**config.mk**
```make
export PLATFORM = sky130hd
export DESIGN_NAME = mype_mac_v2
export DESIGN_NICKNAME = d
export VERILOG_FILES = /design/src/rtl/mype_mac_v2.sv
export SDC_FILE = /design/constraint.sdc
export NUM_CORES = 1
export LEC_CHECK = 0
export ABC_AREA = 1
export ABC_CLOCK_PERIOD_IN_PS = 11400
export BUFFER_PORTS_ARGS = -buffer_cell sky130_fd_sc_hd__clkbuf_2
export CELL_PAD_IN_SITES_DETAIL_PLACEMENT = 1
export CELL_PAD_IN_SITES_GLOBAL_PLACEMENT = 2
export CORE_MARGIN = 8
export CORE_UTILIZATION = 45
export DETAILED_ROUTE_END_ITERATION = 12
export MAX_ROUTING_LAYER = met4
export PLACE_DENSITY = 0.91
export SKIP_LAST_GASP = 1
export SLEW_MARGIN = 20
export SYNTH_ARGS = -nofsm -noshare
export SYNTH_HDL_FRONTEND = slang
export SYNTH_SLANG_ARGS = --single-unit
```
**constraint.sdc**
```tcl
create_clock -name aclk -period 11.4 [get_ports aclk]
set_input_delay 2.28 -clock aclk [delete_from_list [all_inputs] [get_ports aclk]]
set_output_delay 2.28 -clock aclk [all_outputs]
set_load 0.03 [all_outputs]
```
**src/rtl/mype_mac_v2.sv**
```systemverilog
// mype_mac_v2: weight-RAM multiply-accumulate PE for one array column.
// Ports: aclk; aresetn (sync, active-low); din/addr/we write peram;
//   start/len launch a dot product of len elements; ain/valid/subtract
//   stream the operands; busy/dvalid/dout/ovf report status and result.
// Build option MYPE_SAT_EN: saturating accumulate with sticky ovf;
//   without it the accumulator wraps and ovf is tied low.
module mype_mac_v2 #(
    parameter int DATA_W     = 8,
    parameter int ACC_W      = 24,
    parameter int L_RAM_SIZE = 6
) (
    input  logic                  aclk,
    input  logic                  aresetn,
    input  logic [DATA_W-1:0]     din,
    input  logic [L_RAM_SIZE-1:0] addr,
    input  logic                  we,
    input  logic                  start,
    input  logic [L_RAM_SIZE:0]   len,
    input  logic [DATA_W-1:0]     ain,
    input  logic                  valid,
    input  logic                  subtract,
    output logic                  busy,
    output logic                  dvalid,
    output logic [ACC_W-1:0]      dout,
    output logic                  ovf
);

    localparam int DEPTH = 2 ** L_RAM_SIZE;
    localparam int PW    = 2 * DATA_W;

    localparam logic [L_RAM_SIZE-1:0] IDX_ONE = L_RAM_SIZE'(1);
    localparam logic [L_RAM_SIZE:0]   LEN_ONE = (L_RAM_SIZE + 1)'(1);

    typedef enum logic [1:0] {
        IDLE,
        RUN,
        DRAIN,
        DONE
    } state_t;

    state_t state;
    state_t state_nx;

    logic [DATA_W-1:0]     peram [DEPTH];
    logic [L_RAM_SIZE-1:0] idx;
    logic [L_RAM_SIZE:0]   len_q;
    logic                  drain_cnt;

    logic accept;
    logic launch;
    logic take;
    logic last;

    logic signed [DATA_W-1:0] s0_w;
    logic signed [DATA_W-1:0] s0_a;
    logic                     s0_sub;
    logic                     s0_v;
    logic signed [PW-1:0]     prod;
    logic signed [PW-1:0]     s1_p;
    logic                     s1_sub;
    logic                     s1_v;
    logic signed [ACC_W-1:0]  ext;
    logic signed [ACC_W-1:0]  acc;
    logic signed [ACC_W-1:0]  acc_nx;

    // busy is still high in the dvalid cycle, which keeps start/we
    // closed until the cycle after dvalid.
    assign accept = (state == IDLE) && !busy;
    assign launch = accept && start;
    assign take   = (state == RUN) && valid;
    assign last   = ({1'b0, idx} == (len_q - LEN_ONE));

    assign prod = PW'(s0_w) * PW'(s0_a);
    assign ext  = ACC_W'(s1_p);

`ifdef MYPE_SAT_EN
    localparam logic signed [ACC_W-1:0] ACC_MIN =
        {1'b1, {(ACC_W-1){1'b0}}};
    localparam logic signed [ACC_W-1:0] ACC_MAX = ~ACC_MIN;

    logic signed [ACC_W:0] sum;
    logic                  clamp;

    // One guard bit: the top two bits differ exactly on overflow.
    assign sum = s1_sub ? (ACC_W + 1)'(acc) - (ACC_W + 1)'(ext)
                        : (ACC_W + 1)'(acc) + (ACC_W + 1)'(ext);
    assign clamp = sum[ACC_W] ^ sum[ACC_W-1];

    always_comb begin
        acc_nx = sum[ACC_W-1:0];
        if (clamp) begin
            acc_nx = sum[ACC_W] ? ACC_MIN : ACC_MAX;
        end
    end

    always_ff @(posedge aclk) begin
        if (!aresetn) begin
            ovf <= 1'b0;
        end else if (launch) begin
            ovf <= 1'b0;
        end else if (s1_v && clamp) begin
            ovf <= 1'b1;
        end
    end
`else
    assign acc_nx = s1_sub ? acc - ext : acc + ext;
    assign ovf    = 1'b0;
`endif

    always_comb begin
        state_nx = state;
        unique case (state)
            IDLE: begin
                if (launch) begin
                    state_nx = (len == '0) ? DONE : RUN;
                end
            end
            RUN: begin
                if (take && last) begin
                    state_nx = DRAIN;
                end
            end
            DRAIN: begin
                if (drain_cnt) begin
                    state_nx = DONE;
                end
            end
            DONE: begin
                state_nx = IDLE;
            end
            default: begin
                state_nx = IDLE;
            end
        endcase
    end

    always_ff @(posedge aclk) begin
        if (!aresetn) begin
            state     <= IDLE;
            busy      <= 1'b0;
            dvalid    <= 1'b0;
            dout      <= '0;
            idx       <= '0;
            len_q     <= '0;
            drain_cnt <= 1'b0;
            s0_v      <= 1'b0;
            s1_v      <= 1'b0;
            acc       <= '0;
        end else begin
            state     <= state_nx;
            busy      <= (state_nx != IDLE) || (state == DONE);
            dvalid    <= (state == DONE);
            drain_cnt <= (state == DRAIN) && !drain_cnt;
            s0_v      <= take;
            s1_v      <= s0_v;
            if (launch) begin
                len_q <= len;
                idx   <= '0;
                dout  <= '0;
                acc   <= '0;
            end else begin
                if (take) begin
                    idx <= idx + IDX_ONE;
                end
                if (s1_v) begin
                    acc <= acc_nx;
                end
                if (state == DONE) begin
                    dout <= acc;
                end
            end
        end
    end

    // RAM and datapath registers carry no reset; s0_v/s1_v qualify them.
    always_ff @(posedge aclk) begin
        if (accept && we) begin
            peram[addr] <= din;
        end
        if (take) begin
            s0_w   <= peram[idx];
            s0_a   <= ain;
            s0_sub <= subtract;
        end
        s1_p   <= prod;
        s1_sub <= s0_sub;
    end

endmodule

```
[Word level (Yosys, flattened, before mapping)]
Memory sizes are Yosys's and may differ from the RTL's. A register that Yosys moved wholly into a read port is not among the register bits.
Cells that the tools add are included.
Word-level totals
  register bits after elaboration: 94
  bits in writable memories: 512
  input port bits: 35
  output and inout port bits: 27
  memories kept: 1
Cells by class
  add/sub/neg operators: 4
  multipliers: 1
  equal/unequal tests: 4
  muxes and demuxes: 8
  bitwise logic cells: 1
  reduce and logical (&&, ||, !) cells: 13
Memories
  peram: depth 64, bits a word 8, read ports 1, clocked after memory_dff 1, write ports 1, line 44  | logic [DATA_W-1:0] peram [DEPTH];
Operator list (count)
  $add A24 B16 Y24: 1
  $mux W24: 1
  $sub A24 B16 Y24: 1
  $mul A8 B8 Y16: 1
  $mux W2: 4
  $pmux W2 S4: 1
  $eq A6 B7 Y1: 1
  $logic_not A7 Y1: 1
  $sub A7 B1 Y7 const B: 1
  $add A6 B1 Y6 const B: 1
  $logic_and A1 B1 Y1: 6
  $eq A2 B2 Y1 const B: 2
  $eq A2 B1 Y1 const B: 1
  $logic_not A1 Y1: 2
  $logic_not A2 Y1: 1
  $mux W1: 2
  $reduce_bool A2 Y1: 1
  $reduce_or A2 Y1: 1
  $logic_or A1 B1 Y1: 1
  $not A1 Y1: 1

[Logic depth before layout (Yosys ltp)]
  depth in word-level cells: 7
  depth in mapped cells: 21

[Worst setup path after synthesis]
Ideal clock, no wire load.
  path kind: register to register
  from: register s0_w[0] (read register of peram)
  to: register s1_p[13]
  arrival: 3791 ps
  data required time: 11280 ps
  slack: 7490 ps
  cell stages (with the launch flop): 17
  path buffers: 1
  cells stage by stage: edfxtp_1 > clkbuf_1 > or2_2 > fa_1 > fa_1 > inv_1 > fa_1 > inv_1 > fa_1 > inv_1 > ha_1 > nand2_1 > inv_1 > a21oi_1 > o21ai_0 > a21oi_1 > xnor2_1
Between the ends
  word-level cells in the longest chain between the ends: 1
Ends and longest elaborated chain
  start: declaration: line 54  | logic signed [DATA_W-1:0] s0_w;
  $mul A8 B8 Y16: line 73  | assign prod = PW'(s0_w) * PW'(s0_a);
  net prod[13]: line 58  | logic signed [PW-1:0] prod;
  end signal: assignment: line 185  | s1_p <= prod;
  end: declaration: line 59  | logic signed [PW-1:0] s1_p;
The timed path passes the listed nets, and every way through them passes these cells.
A chain may end at the register's enable or synchronous reset.

[Final worst setup path]
  from: input we
  to: memory peram[4][4], enable pin
Between the ends
  word-level cells in the longest chain between the ends: 3
Ends and longest elaborated chain
  start: declaration: line 16  | input logic we,
  $logic_and A1 B1 Y1: line 177  | if (accept && we) begin
  $mux W1: line 177
  $mux W1 (not written as such): line 178  | peram[addr] <= din;
  end: declaration: line 44
No other way between the ends.

==> results.ini <==
[clocking]
cts_hold_buf=0
cts_max_path_buffers=3
clkSinkCount=614
htree_num_levels=3
cts_tree=built
root_buffer=clkbuf_16
cts.reportedPaths.clkPinSlew_ns=0.06
cts_setup_buffers=0
clk_latency_ns=0.60
numCtsBuffers=66
post_cts_resized=0

[floorplanning]
initial_core_util_pct=45.3
die_area_um2=71400
io-pin-count=62
die_h_um=267
dieWidth_um=267
core_um2=62700
rows=92

[power_and_ir_drop]
ir_worst_vdd_uv=130
p_per_area_nw_per_um2=187
p_leak_nw=11.9

[synthesis]
async_flop_share_pct=0
synth_edf_count=529
synth_area_um2=28400
synth_cells=2693
synth.avg_cell_area_um2=10.5
synth_ff_type=edfxtp_1
ys_warn_count=0
synth.distinct_cells=39
synth_seq_cells=614
synth_fp_nets=2839
ys_seq_area_share_pct=61.9

[sta]
fin_crit_sh_pct=37.9
fin_crit_ns=4.32
worst_slew_pin_slew_ns=1.14
relSlewSlack_pct=23.8
final.setup_skew_ns=0.0260
tns_ns=0
slew_viol_final=0
setup_viol=0
rsz0062_at_grt=no
clock.fmax_mhz=231
hold_viol=0

[worst_setup_path]
crit_path_max_fanout=8
worst-r2r-cell-count=17
r2r_start=s0_a[2]$_DFFE_PP_
crit_required_ns=11.62
worstSetupEndpointType=flop
startpoint_type=primary input
slowest_delay_ns=0.85
r2r_slack_ns=7.09
worst-endpoint-arrival_ns=4.55
crit_type=in -> reg
timing.rr.end=s1_p[13]$_DFF_P_
cp_common_cell=nor2_1
worstPathCellList=clkbuf_2 > nand3_1 > nor2_1 > nand2_1 > nor2_1
slowest_stage=nor2_1

[hold_path]
min_path_cells=0
worstHoldPathType=reg -> reg
holdPathEnd=s1_sub$_DFF_P_
hp-start=s0_sub$_DFFE_PP_

[final_layout]
fillCellCount=6786
syn2layout_area_growth_pct=10.2
register_area_um2=17600
drive_above_1_share_pct=6.62
diodes=0
nets=2847
utilization_pct=49.9
multiInputGateArea_um2=9210

[routing]
dr_total_vias=20600
dr.pass1.iters=5
antenna_left=0
drc=0
routed_via_density=5.74
first_iter_violations=1737
wl_per_cell_um=23.5
wl_um=84400

[placement]
io_buffer_count=60
dpl.hpwl_um=53800
gp_congestion=0.888

[global_route]
grt_pass1_wl_um=129000
grt_pass1_vias=21600
grt_max_degree=154
grt_antenna_before_repair=0
grt_overflow=0
grtUsageTotal_pct=24.2

[outcome]
status=finished clean

[run]
timing.max_cap.violations=0

[Yosys cell counts (46+ instances only)]
| library cell | count | area share, % |
|---|---|---|
| edfxtp_1 | 529 | 56 |
| nor2_1 | 468 | 6.2 |
| nand2_1 | 350 | 4.6 |
| o21ai_0 | 257 | 4.5 |
| inv_1 | 246 | 3.3 |
| nand3_1 | 119 | 2.1 |
| a21oi_1 | 94 | 1.7 |
| dfxtp_1 | 85 | 6.0 |
| clkbuf_1 | 81 | 1.1 |
| o22ai_1 | 72 | 1.6 |
| fa_1 | 56 | 3.9 |
| ha_1 | 55 | 2.4 |
| o211ai_1 | 46 | 1.2 |
[report_power, final]
group | leakage (nW) | total [W] | switching (W) | internal, W
sequential | 5.45 | 0.00256 | 0.0000590 | 0.00250
clock | 0.985 | 0.00205 | 0.000888 | 0.00116
combinational | 5.41 | 0.00125 | 0.000824 | 0.000424
[how the worst max path moves through the flow]
stage	to	startpoint	slack (ns)
2_1_floorplan	s1_p[13]$_DFF_P_	s0_w[0]$_DFFE_PP_	7.49
5_1_grt	s1_p[13]$_DFF_P_	s0_a[2]$_DFFE_PP_	6.87
6_report	peram[4][4]$_DFFE_PP_	we	7.08
3_3_place_gp	peram[38][2]$_DFFE_PP_	we	6.62
4_1_cts	s1_p[13]$_DFF_P_	s0_a[2]$_DFFE_PP_	7.07
3_5_place_dp	peram[54][6]$_DFFE_PP_	we	6.53
[logic make-up (layout without fill, tap and decap cells)]
kind of cell | after synthesis | after routing | share of synthesized area (%)
xor+xnor | 45 | 45 | 1.39
other cells | 1 | 1 | 0.0132
fa+ha+maj | 111 | 111 | 6.37
simple gates | 983 | 983 | 13.9
buf+inv | 393 | 448 | 5.69
flops | 614 | 614 | 61.9
compound gates | 546 | 546 | 10.7
[layout by cell type, fill, tap and decap left out, drive strengths merged, types with 11 or more instances in the layout]
master	n
ha	55
clkbuf	143
dfxtp	85
o22ai	72
nand2	350
inv	251
fa	56
nor3	11
nor2	469
edfxtp	529
xnor2	17
nand4	23
o21ai	299
o211ai	46
xor2	28
o221ai	18
buf	22
a21oi	94
nand3	119
clkinv	28
[through the flow]
stage                     power, W  cell area [um2]  hold slack, ns  std cells  worst slack [ns]
after floorplan            0.00349            28400           0.323       2693              7.49
after global placement     0.00382            29300           0.336       3479              6.62
after detailed placement   0.00386            29300           0.335       3479              6.53
after CTS                  0.00590            31300           0.359       3594              7.07
after global routing       0.00614            31300           0.361       3594              6.87
final                      0.00586            31300           0.352       3594              7.08
[flip-flops by register name, summed over array words and instances (netlist names)]
signal,cells
acc,24
busy,1
dout,24
drain_cnt,1
dvalid,1
idx,6
len_q,7
peram,512
s0_a,8
s0_sub,1
s0_v,1
s0_w,8
s1_p,16
s1_sub,1
s1_v,1
state,2
[layout make-up]
cell class	count	area share, %
Clock inverter	32	0.887
Inverter	251	3.03
Timing Repair Buffer	82	1.49
Multi-Input combinational cell	1686	29.4
Tap cell	846	3.38
Sequential cell	614	56.2
Clock buffer	83	5.58
[per-layer routing]
layer | vias to the layer above | GRT usage [%] | wire (um)
li1 | 9288 | - | -
met1 | 10500 | 30.3 | 35200
met2 | 686 | 40.2 | 41200
met3 | 194 | 3.44 | 4860
met4 | 0 | 8.68 | 3090
met5 | - | - | 0
[critical path: cells and delay by family]
kind | cells | cell delay, ns
buf+inv | 1 | 0.08
simple gates | 4 | 2.17
Power figures use the tool's default switching activity.
